==> config.mk <==
export PLATFORM = sky130hd
export DESIGN_NAME = pc_fetch_unit
export DESIGN_NICKNAME = d
export VERILOG_FILES = /design/src/rtl/pc_pkg.sv /design/src/rtl/pc_next_calc.sv /design/src/rtl/pc_fetch_unit.sv
export SDC_FILE = /design/constraint.sdc
export NUM_CORES = 1
export LEC_CHECK = 0
export CORE_UTILIZATION = 25
export CTS_CLUSTER_SIZE = 12
export DETAILED_ROUTE_END_ITERATION = 10
export PLACE_DENSITY = 0.56
export SYNTH_ARGS = -nofsm -noshare
export SYNTH_HDL_FRONTEND = slang
export SYNTH_HIERARCHICAL = 1
export SYNTH_SLANG_ARGS = --single-unit
==> constraint.sdc <==
create_clock -name clk -period 3.89 [get_ports clk]
set_input_delay 1.167 -clock clk [delete_from_list [all_inputs] [get_ports clk]]
set_output_delay 1.167 -clock clk [all_outputs]
set_load 0.02 [all_outputs]
==> src/rtl/pc_pkg.sv <==
// ============================================================================
//  Module      : pc_pkg
//  Description : Shared types and constants for the PC fetch unit: FSM state
//                encoding, the RV32 opcodes that redirect the PC, and the
//                trap cause codes.
//  Revision    : 1.0 - initial release
// ============================================================================
`default_nettype none

package pc_pkg;

  // Sequencer states
  typedef enum logic [1:0] {
    ST_FETCH = 2'd0,
    ST_EXEC  = 2'd1,
    ST_TRAP  = 2'd2
  } state_t;

  // Opcodes that change control flow
  localparam logic [6:0] OP_BRANCH = 7'b1100011;
  localparam logic [6:0] OP_JAL    = 7'b1101111;
  localparam logic [6:0] OP_JALR   = 7'b1100111;

  // Trap cause codes
  localparam logic [1:0] TRAP_MISALIGN = 2'd0;
  localparam logic [1:0] TRAP_TIMEOUT  = 2'd1;

endpackage

`default_nettype wire

==> src/rtl/pc_next_calc.sv <==
// ============================================================================
//  Module      : pc_next_calc
//  Description : Combinational next-PC selection from the executed opcode and
//                the ALU outputs, plus a misalignment flag for the target.
//  Revision    : 1.0 - initial release
// ============================================================================
`default_nettype none

module pc_next_calc
  import pc_pkg::*;
(
  input  logic [6:0]  opcode,
  input  logic [31:0] pc,
  input  logic [31:0] imm,
  input  logic        alu_zero,
  input  logic [31:0] alu_result,
  output logic [31:0] next_pc,
  output logic        misaligned
);

  // JALR ignores bit 0 of the computed target
  logic w_unused_lsb;
  assign w_unused_lsb = alu_result[0];

  // Priority: JALR, JAL, taken branch, sequential. The ALU reports zero=1 for
  // non-branch ops, so alu_zero only matters when the opcode is a branch.
  always_comb begin
    next_pc = pc + 32'd4;
    if (opcode == OP_JALR) begin
      next_pc = {alu_result[31:1], 1'b0};
    end else if (opcode == OP_JAL) begin
      next_pc = pc + imm;
    end else if ((opcode == OP_BRANCH) && alu_zero) begin
      next_pc = pc + imm;
    end
  end

  assign misaligned = |next_pc[1:0];

endmodule

`default_nettype wire

==> src/rtl/pc_fetch_unit.sv <==
// ============================================================================
//  Module      : pc_fetch_unit
//  Description : Program counter and fetch/execute sequencer. Fetches one
//                instruction over a req/ready handshake, holds it for execute,
//                and on exec_done redirects the PC from the ALU outputs.
//                Misaligned targets trap to TRAP_VEC.
//                Optional: define IMEM_TIMEOUT_EN to trap when instruction
//                memory does not respond within TIMEOUT_CYC fetch cycles.
//  Revision    : 1.0 - initial release
// ============================================================================
`default_nettype none

module pc_fetch_unit
  import pc_pkg::*;
#(
  parameter logic [31:0] RESET_PC    = 32'h0000_0000,
  parameter logic [31:0] TRAP_VEC    = 32'h0000_0100,
  parameter int          TIMEOUT_CYC = 16
) (
  input  logic        clk,
  input  logic        rst,
  output logic        imem_req,
  output logic [31:0] imem_addr,
  input  logic        imem_ready,
  input  logic [31:0] imem_rdata,
  output logic [31:0] instr,
  output logic        instr_valid,
  output logic [31:0] pc_o,
  output logic [31:0] link_o,
  input  logic [31:0] imm,
  input  logic        alu_zero,
  input  logic [31:0] alu_result,
  input  logic        exec_done,
  output logic        trap_o,
  output logic [1:0]  trap_cause,
  output logic [31:0] trap_epc
);

  state_t      r_state;
  logic [31:0] r_pc;
  logic [31:0] r_instr;
  logic [31:0] r_trap_epc;
  logic [1:0]  r_trap_cause;
  logic        r_req;
  logic        r_valid;
  logic        r_trap;

  logic [31:0] w_next_pc;
  logic        w_misaligned;
  logic        w_timeout;

  pc_next_calc u_next_calc (
    .opcode     (r_instr[6:0]),
    .pc         (r_pc),
    .imm        (imm),
    .alu_zero   (alu_zero),
    .alu_result (alu_result),
    .next_pc    (w_next_pc),
    .misaligned (w_misaligned)
  );

`ifdef IMEM_TIMEOUT_EN
  localparam int c_wait_w = $clog2(TIMEOUT_CYC + 1);

  logic [c_wait_w-1:0] r_wait;

  // Terminal count is the TIMEOUT_CYC-th consecutive cycle without ready;
  // a ready in that same cycle still completes the fetch.
  assign w_timeout = (r_state == ST_FETCH) && !imem_ready &&
                     (r_wait == c_wait_w'(TIMEOUT_CYC - 1));

  // Count unanswered fetch cycles; held at zero outside FETCH so it restarts on entry
  always_ff @(posedge clk) begin
    if (rst || (r_state != ST_FETCH) || imem_ready || w_timeout) begin
      r_wait <= '0;
    end else begin
      r_wait <= r_wait + 1'b1;
    end
  end
`else
  localparam int c_unused_timeout = TIMEOUT_CYC;
  assign w_timeout = 1'b0;
`endif

  // Fetch/execute/trap sequencer with registered handshake and status outputs
  always_ff @(posedge clk) begin
    if (rst) begin
      r_state      <= ST_FETCH;
      r_pc         <= RESET_PC;
      r_instr      <= '0;
      r_trap_cause <= TRAP_MISALIGN;
      r_trap_epc   <= '0;
      r_req        <= 1'b1;
      r_valid      <= 1'b0;
      r_trap       <= 1'b0;
    end else begin
      case (r_state)
        ST_FETCH: begin
          if (imem_ready) begin
            r_instr <= imem_rdata;
            r_state <= ST_EXEC;
            r_req   <= 1'b0;
            r_valid <= 1'b1;
          end else if (w_timeout) begin
            r_state      <= ST_TRAP;
            r_trap_cause <= TRAP_TIMEOUT;
            r_trap_epc   <= r_pc;
            r_req        <= 1'b0;
            r_trap       <= 1'b1;
          end
        end
        ST_EXEC: begin
          if (exec_done) begin
            r_valid <= 1'b0;
            if (w_misaligned) begin
              // PC keeps the faulting instruction's address for trap_epc
              r_state      <= ST_TRAP;
              r_trap_cause <= TRAP_MISALIGN;
              r_trap_epc   <= r_pc;
              r_trap       <= 1'b1;
            end else begin
              r_pc    <= w_next_pc;
              r_state <= ST_FETCH;
              r_req   <= 1'b1;
            end
          end
        end
        ST_TRAP: begin
          r_pc    <= TRAP_VEC;
          r_state <= ST_FETCH;
          r_req   <= 1'b1;
          r_trap  <= 1'b0;
        end
        default: begin
          r_state <= ST_FETCH;
          r_req   <= 1'b1;
          r_valid <= 1'b0;
          r_trap  <= 1'b0;
        end
      endcase
    end
  end

  assign imem_req    = r_req;
  assign imem_addr   = r_pc;
  assign instr       = r_instr;
  assign instr_valid = r_valid;
  assign pc_o        = r_pc;
  assign link_o      = r_pc + 32'd4;
  assign trap_o      = r_trap;
  assign trap_cause  = r_trap_cause;
  assign trap_epc    = r_trap_epc;

endmodule

`default_nettype wire

# ---- Yosys cells after proc, flatten, opt, wreduce, memory -nomap -nowiden
# Index checks and enable logic that the tools add are counted.
dict set report totals {
  inputBits 101
  out_inout_bits 165
  ff_bits 101
  elab_cells 51
}
dict set report op_classes {
  muxes 20
  n_eq_ne 9
  reduce_logical 11
  bitwise 2
  n_addsub 2
}
# op n
set ops {}
lappend ops {{two-way mux 32 bit} 5}
lappend ops {{one-hot mux 32 bit (2 select lines)} 1}
lappend ops {{adder 32 x 3 -> 32 bit (second input constant)} 1}
lappend ops {{adder 32 bit} 1}
lappend ops {{equality test 7 bit (second input constant)} 3}
lappend ops {{AND reduction 3 bit} 5}
lappend ops {{two-way mux 1 bit} 7}
lappend ops {{two-way mux 2 bit} 3}
lappend ops {{inequality test 2 bit (second input constant)} 3}
lappend ops {{one-hot mux 1 bit (2 select lines)} 2}
lappend ops {{one-hot mux 2 bit (2 select lines)} 1}
lappend ops {{AND reduction 2 bit} 2}
lappend ops {{one-hot mux 1 bit (3 select lines)} 1}
lappend ops {{equality test 2 x 1 -> 1 bit (second input constant)} 1}
lappend ops {{equality test 2 bit (second input constant)} 1}
lappend ops {{logical NOT 2 bit} 1}
lappend ops {{inequality test 2 x 1 -> 1 bit (second input constant)} 1}
lappend ops {{NOT 1 bit} 2}
lappend ops {{nonzero test 2 bit} 1}
lappend ops {{OR reduction 2 bit} 1}
lappend ops {{logical AND 1 bit} 1}

# ---- Logic depth before layout (Yosys ltp)
dict set report depth {
  depth_word 9
  depth_mapped 14
  mapped_depth_nobuf 12
}

# ---- Hierarchy
# The synthesis kept the hierarchy.
# mod area_each_um2 instances seq_area_each_um2 cells_each
set modules_own_cells {}
lappend modules_own_cells {pc_fetch_unit 4367.9 1 2021.9 561}
lappend modules_own_cells {pc_next_calc 2723.9 1 0.0 429}

# ---- Least setup slack after synthesis
# Ideal clock, no wire load.
dict set report synth_path {
  path_type {input-to-reg}
  from {in imm[0]}
  to {reg r_pc[30] (netlist: imem_addr[30])}
  path_buffers 0
  t_required_ns 3.824
  setup_time_ns 0.066
  path_stages 12
  path_slack_ns 0.401
  t_arrival_ns 3.424
  path_cell_list {ha_1 -> fa_1 -> a21o_1 -> a21oi_1 -> a21boi_0 -> o31ai_2 -> nand2_1 -> a31o_1 -> a211o_1 -> o311ai_1 -> a22oi_1 -> nor2_1}
}
dict set report synth_between {
  elab_chain_cells 7
  elab_cells_between_ends 10
  cone_classes {add/sub (1); eq/ne (1); mux (6); reduce/logical (2)}
}
# item line
set synth_lines {}
lappend synth_lines {{from (decl)} pc_fetch_unit.sv:30} ;# input logic [31:0] imm,
lappend synth_lines {{adder 32 bit (*)} {pc_next_calc.sv:32, pc_next_calc.sv:34}}
lappend synth_lines {{two-way mux 32 bit} pc_next_calc.sv:33} ;# end else if ((opcode == OP_BRANCH) && alu_zero) begin
lappend synth_lines {{two-way mux 32 bit (*)} pc_next_calc.sv:31} ;# end else if (opcode == OP_JAL) begin
lappend synth_lines {{two-way mux 32 bit (*)} pc_next_calc.sv:29} ;# if (opcode == OP_JALR) begin
lappend synth_lines {{net w_next_pc[30]} pc_fetch_unit.sv:48} ;# logic [31:0] w_next_pc;
lappend synth_lines {{two-way mux 32 bit (*)} pc_fetch_unit.sv:115} ;# if (w_misaligned) begin
lappend synth_lines {{two-way mux 32 bit (*)} pc_fetch_unit.sv:113} ;# if (exec_done) begin
lappend synth_lines {{one-hot mux 32 bit (2 select lines) (*)} pc_fetch_unit.sv:97} ;# case (r_state)
lappend synth_lines {{to (signal assigned)} pc_fetch_unit.sv:122} ;# r_pc <= w_next_pc;
lappend synth_lines {{to (decl)} pc_fetch_unit.sv:40} ;# logic [31:0] r_pc;
# The timed path passes the listed nets; every way through them passes the cells marked *. The select of a mux whose other input is x is not followed.
# A chain may end at the register's enable or synchronous reset.

# ---- Worst setup path after layout
dict set report layout_path {
  from {in imm[0]}
  to {reg r_pc[22] (netlist: imem_addr[22])}
}
# Same word-level chain as after synthesis.

==> metrics.yaml <==
die_width_um: 170
fin_nets: 1432
place_hpwl_um: 20700
worstHoldPathType: "register to register"
drt-total-wl_um: 27700
period_share_pct: 98.0
required_ps: 4180
antenna_cells: 0
rows: 61
final_util_pct: 39.7
tritoncts: "done"
slew_headroom_pct: 56.9
layout_min_cycle_time_ps: 3810
drtPass1Iterations: 5
die_h_um: 170
drc: 0
synth_edf_count: 0
hold_violations: 0
io_buffers: 262
maxCapViolCount: 0
final_area_um2: 11100
finalSetupViolCount: 0
cts.sinks: 101
p_per_area_nw_per_um2: 221
htree_num_levels: 3
synth_fa_ha_area_share_pct: 6.10
dieArea_um2: 29000
synth_xor_area_share_pct: 9.26
vdd_drop_max_mv: 0.186
fin_cells: 1680
syn_area_per_cell_um2: 7.16
synthSimpleGateAreaFrac_pct: 27.6
synth_cells: 990
synth_warnings: 6
power.leakage_nw: 4.34
critPathMaxFanout: 5
synth_top_family_by_area: "simple AND/OR/NAND/NOR gates"
drtIter0Drc: 471
timing_worst_setup_path_type: "input pin to register"
cts-hold-fix-buffers: 0
grt_remaining_overflow: 0
antenna_found_initial: 0
drive_gt1_share_pct: 13.4
worstSetupStartpointType: "input pin"
grt_setup_unrepaired: "yes"
cp.arrival_ps: 4100
initial_core_util_pct: 25.5
via_per_inst: 4.72
clk_pin_slew_ps: 80
seq_area_frac_synth_pct: 28.5
numCtsBuffers: 9
outcome: "finished clean"
place.gp.congestion: 0.875
place_area_um2: 10700
yosys-mux-area-fraction_pct: 0.582
ys_types: 70
clock_latency_ps: 360
fmax_mhz: 262
root_buffer: "clkbuf_16"
area_growth_pct: 55.9
cp-end-kind: "register"
synth_area_um2: 7090
worstMarginPinSlew_ps: 641
grt_usage_pct: 18.5
synth-compound-area-share_pct: 20.5
async_flop_share_pct: 0
wire_per_inst_um: 16.5
core_area_um2: 27900
io_pins: 266
cts_buffer_depth: 2
min_path_cells: 2
ys_seq_elements: 101
ys.flop_type: "dfxtp_1"
skew_ps: 12.7
first_global_vias: 7549
via_count: 7926
grt_max_degree: 47
holdWs_ps: 457
maxSlewViolCount: 0
dp_cells: 1661
grt_pass1_wl_um: 41700
route.antenna.remaining_nets: 0
rr_worst_depth: 14
final timing paths:
kind | end | slack (ps) | from
max | imem_addr[22] | 80 | imm[0]
min | instr[11] | 460 | instr[11]
max reg2reg | imem_addr[22] | 850 | imem_addr[5]
min reg2reg | instr[11] | 460 | instr[11]
worst max-delay path: stages:
cell and delay (ps):
clkdlybuf4s50_1 410, ha_2 200, fa_2 350, a21o_1 210
a21oi_2 150, a21boi_0 110, buf_4 180, o31ai_4 170
buf_4 160, a21oi_1 80, or2_1 260, or3_1 350
a21oi_1 130, nand2_1 60, a21oi_1 120
cell type report:
| type | count | area [µm²] |
|---|---|---|
| Clock inverter | 7 | 91.3 |
| Timing Repair Buffer | 379 | 3540 |
| Multi-Input combinational cell | 790 | 4650 |
| Inverter | 16 | 60.1 |
| Tap cell | 378 | 473 |
| Fill cell | 2903 | 16800 |
| Clock buffer | 9 | 225 |
| Sequential cell | 101 | 2020 |
cell usage in the layout, fill, tap and decap left out, types with 6 or more instances in the layout:
cell type and n:
nor3_1 13, or2_2 6, a31oi_1 6, dfxtp_1 100, xor2_1 33, o21ai_0 30, a21o_1 9, clkdlybuf4s50_1 258
nand2_1 243, xnor2_1 42, o22ai_1 8, a21oi_1 142, buf_4 114, clkbuf_16 9, inv_1 16, a22oi_1 9
nand3_1 26, nor2b_1 6, nor2_1 58, nand4_1 14, and3_1 12, ha_1 32
report_power, final:
group / switching (mW) / total, mW / internal, mW
registers: 0.0150 / 1.07 / 1.06
logic: 0.187 / 0.398 / 0.211
clock network: 0.458 / 0.975 / 0.517
cells by family after synthesis:
kind of cell | after synthesis
other | 1
adder cells (fa/ha/maj) | 34
flip-flops | 101
multiplexers | 4
buffers and inverters | 100
AO/OA/AOI/OAI | 249
XOR/XNOR | 75
AND/OR/NAND/NOR | 426
per-layer routing:
| layer | vias to the layer above | wire length (µm) | track usage [%] |
|---|---|---|---|
| li1 | 3989 | - | - |
| met1 | 3696 | 12500 | 24.3 |
| met2 | 224 | 13200 | 31.2 |
| met3 | 17 | 1640 | 4.05 |
| met4 | 0 | 266 | 3.13 |
| met5 | - | 0 | 0 |
Yosys cell counts, drive strengths merged, types with 15 or more instances:
cell    count  area share [%]
a21oi     145              10
inv        16            0.85
clkbuf     37             2.0
xnor2      42             5.2
nand4      15             1.5
buf        47             4.6
dfxtp     101              29
ha         33             5.8
nand3      26             1.8
o21ai      35             2.5
nor3       17             1.3
nand2     243              13
nor2       61             3.2
xor2       33             4.1
through the flow:
step	setup slack (ps)	TNS [ps]	power (mW)
finish	77.5	0	2.44
global route	-95.3	-157	2.55
CTS	19.3	0	2.49
detailed placement	-467	-5040	1.49
global placement	-431	-4140	1.49
floorplan	401	0	1.26
what timing repair did:
action                                  CTS  global route
resized for setup                        11            11
endpoints found under the setup margin   11            22
buffers inserted                          0             3
gates cloned                              0             0
pin swaps                                 0            10
flip-flops by register name (all words and copies together), names as in the netlist:
register	flops
imem_addr	32
imem_req	1
instr	32
instr_valid	1
r_state	2
trap_epc	32
trap_o	1
Power figures use the tool's default switching activity.
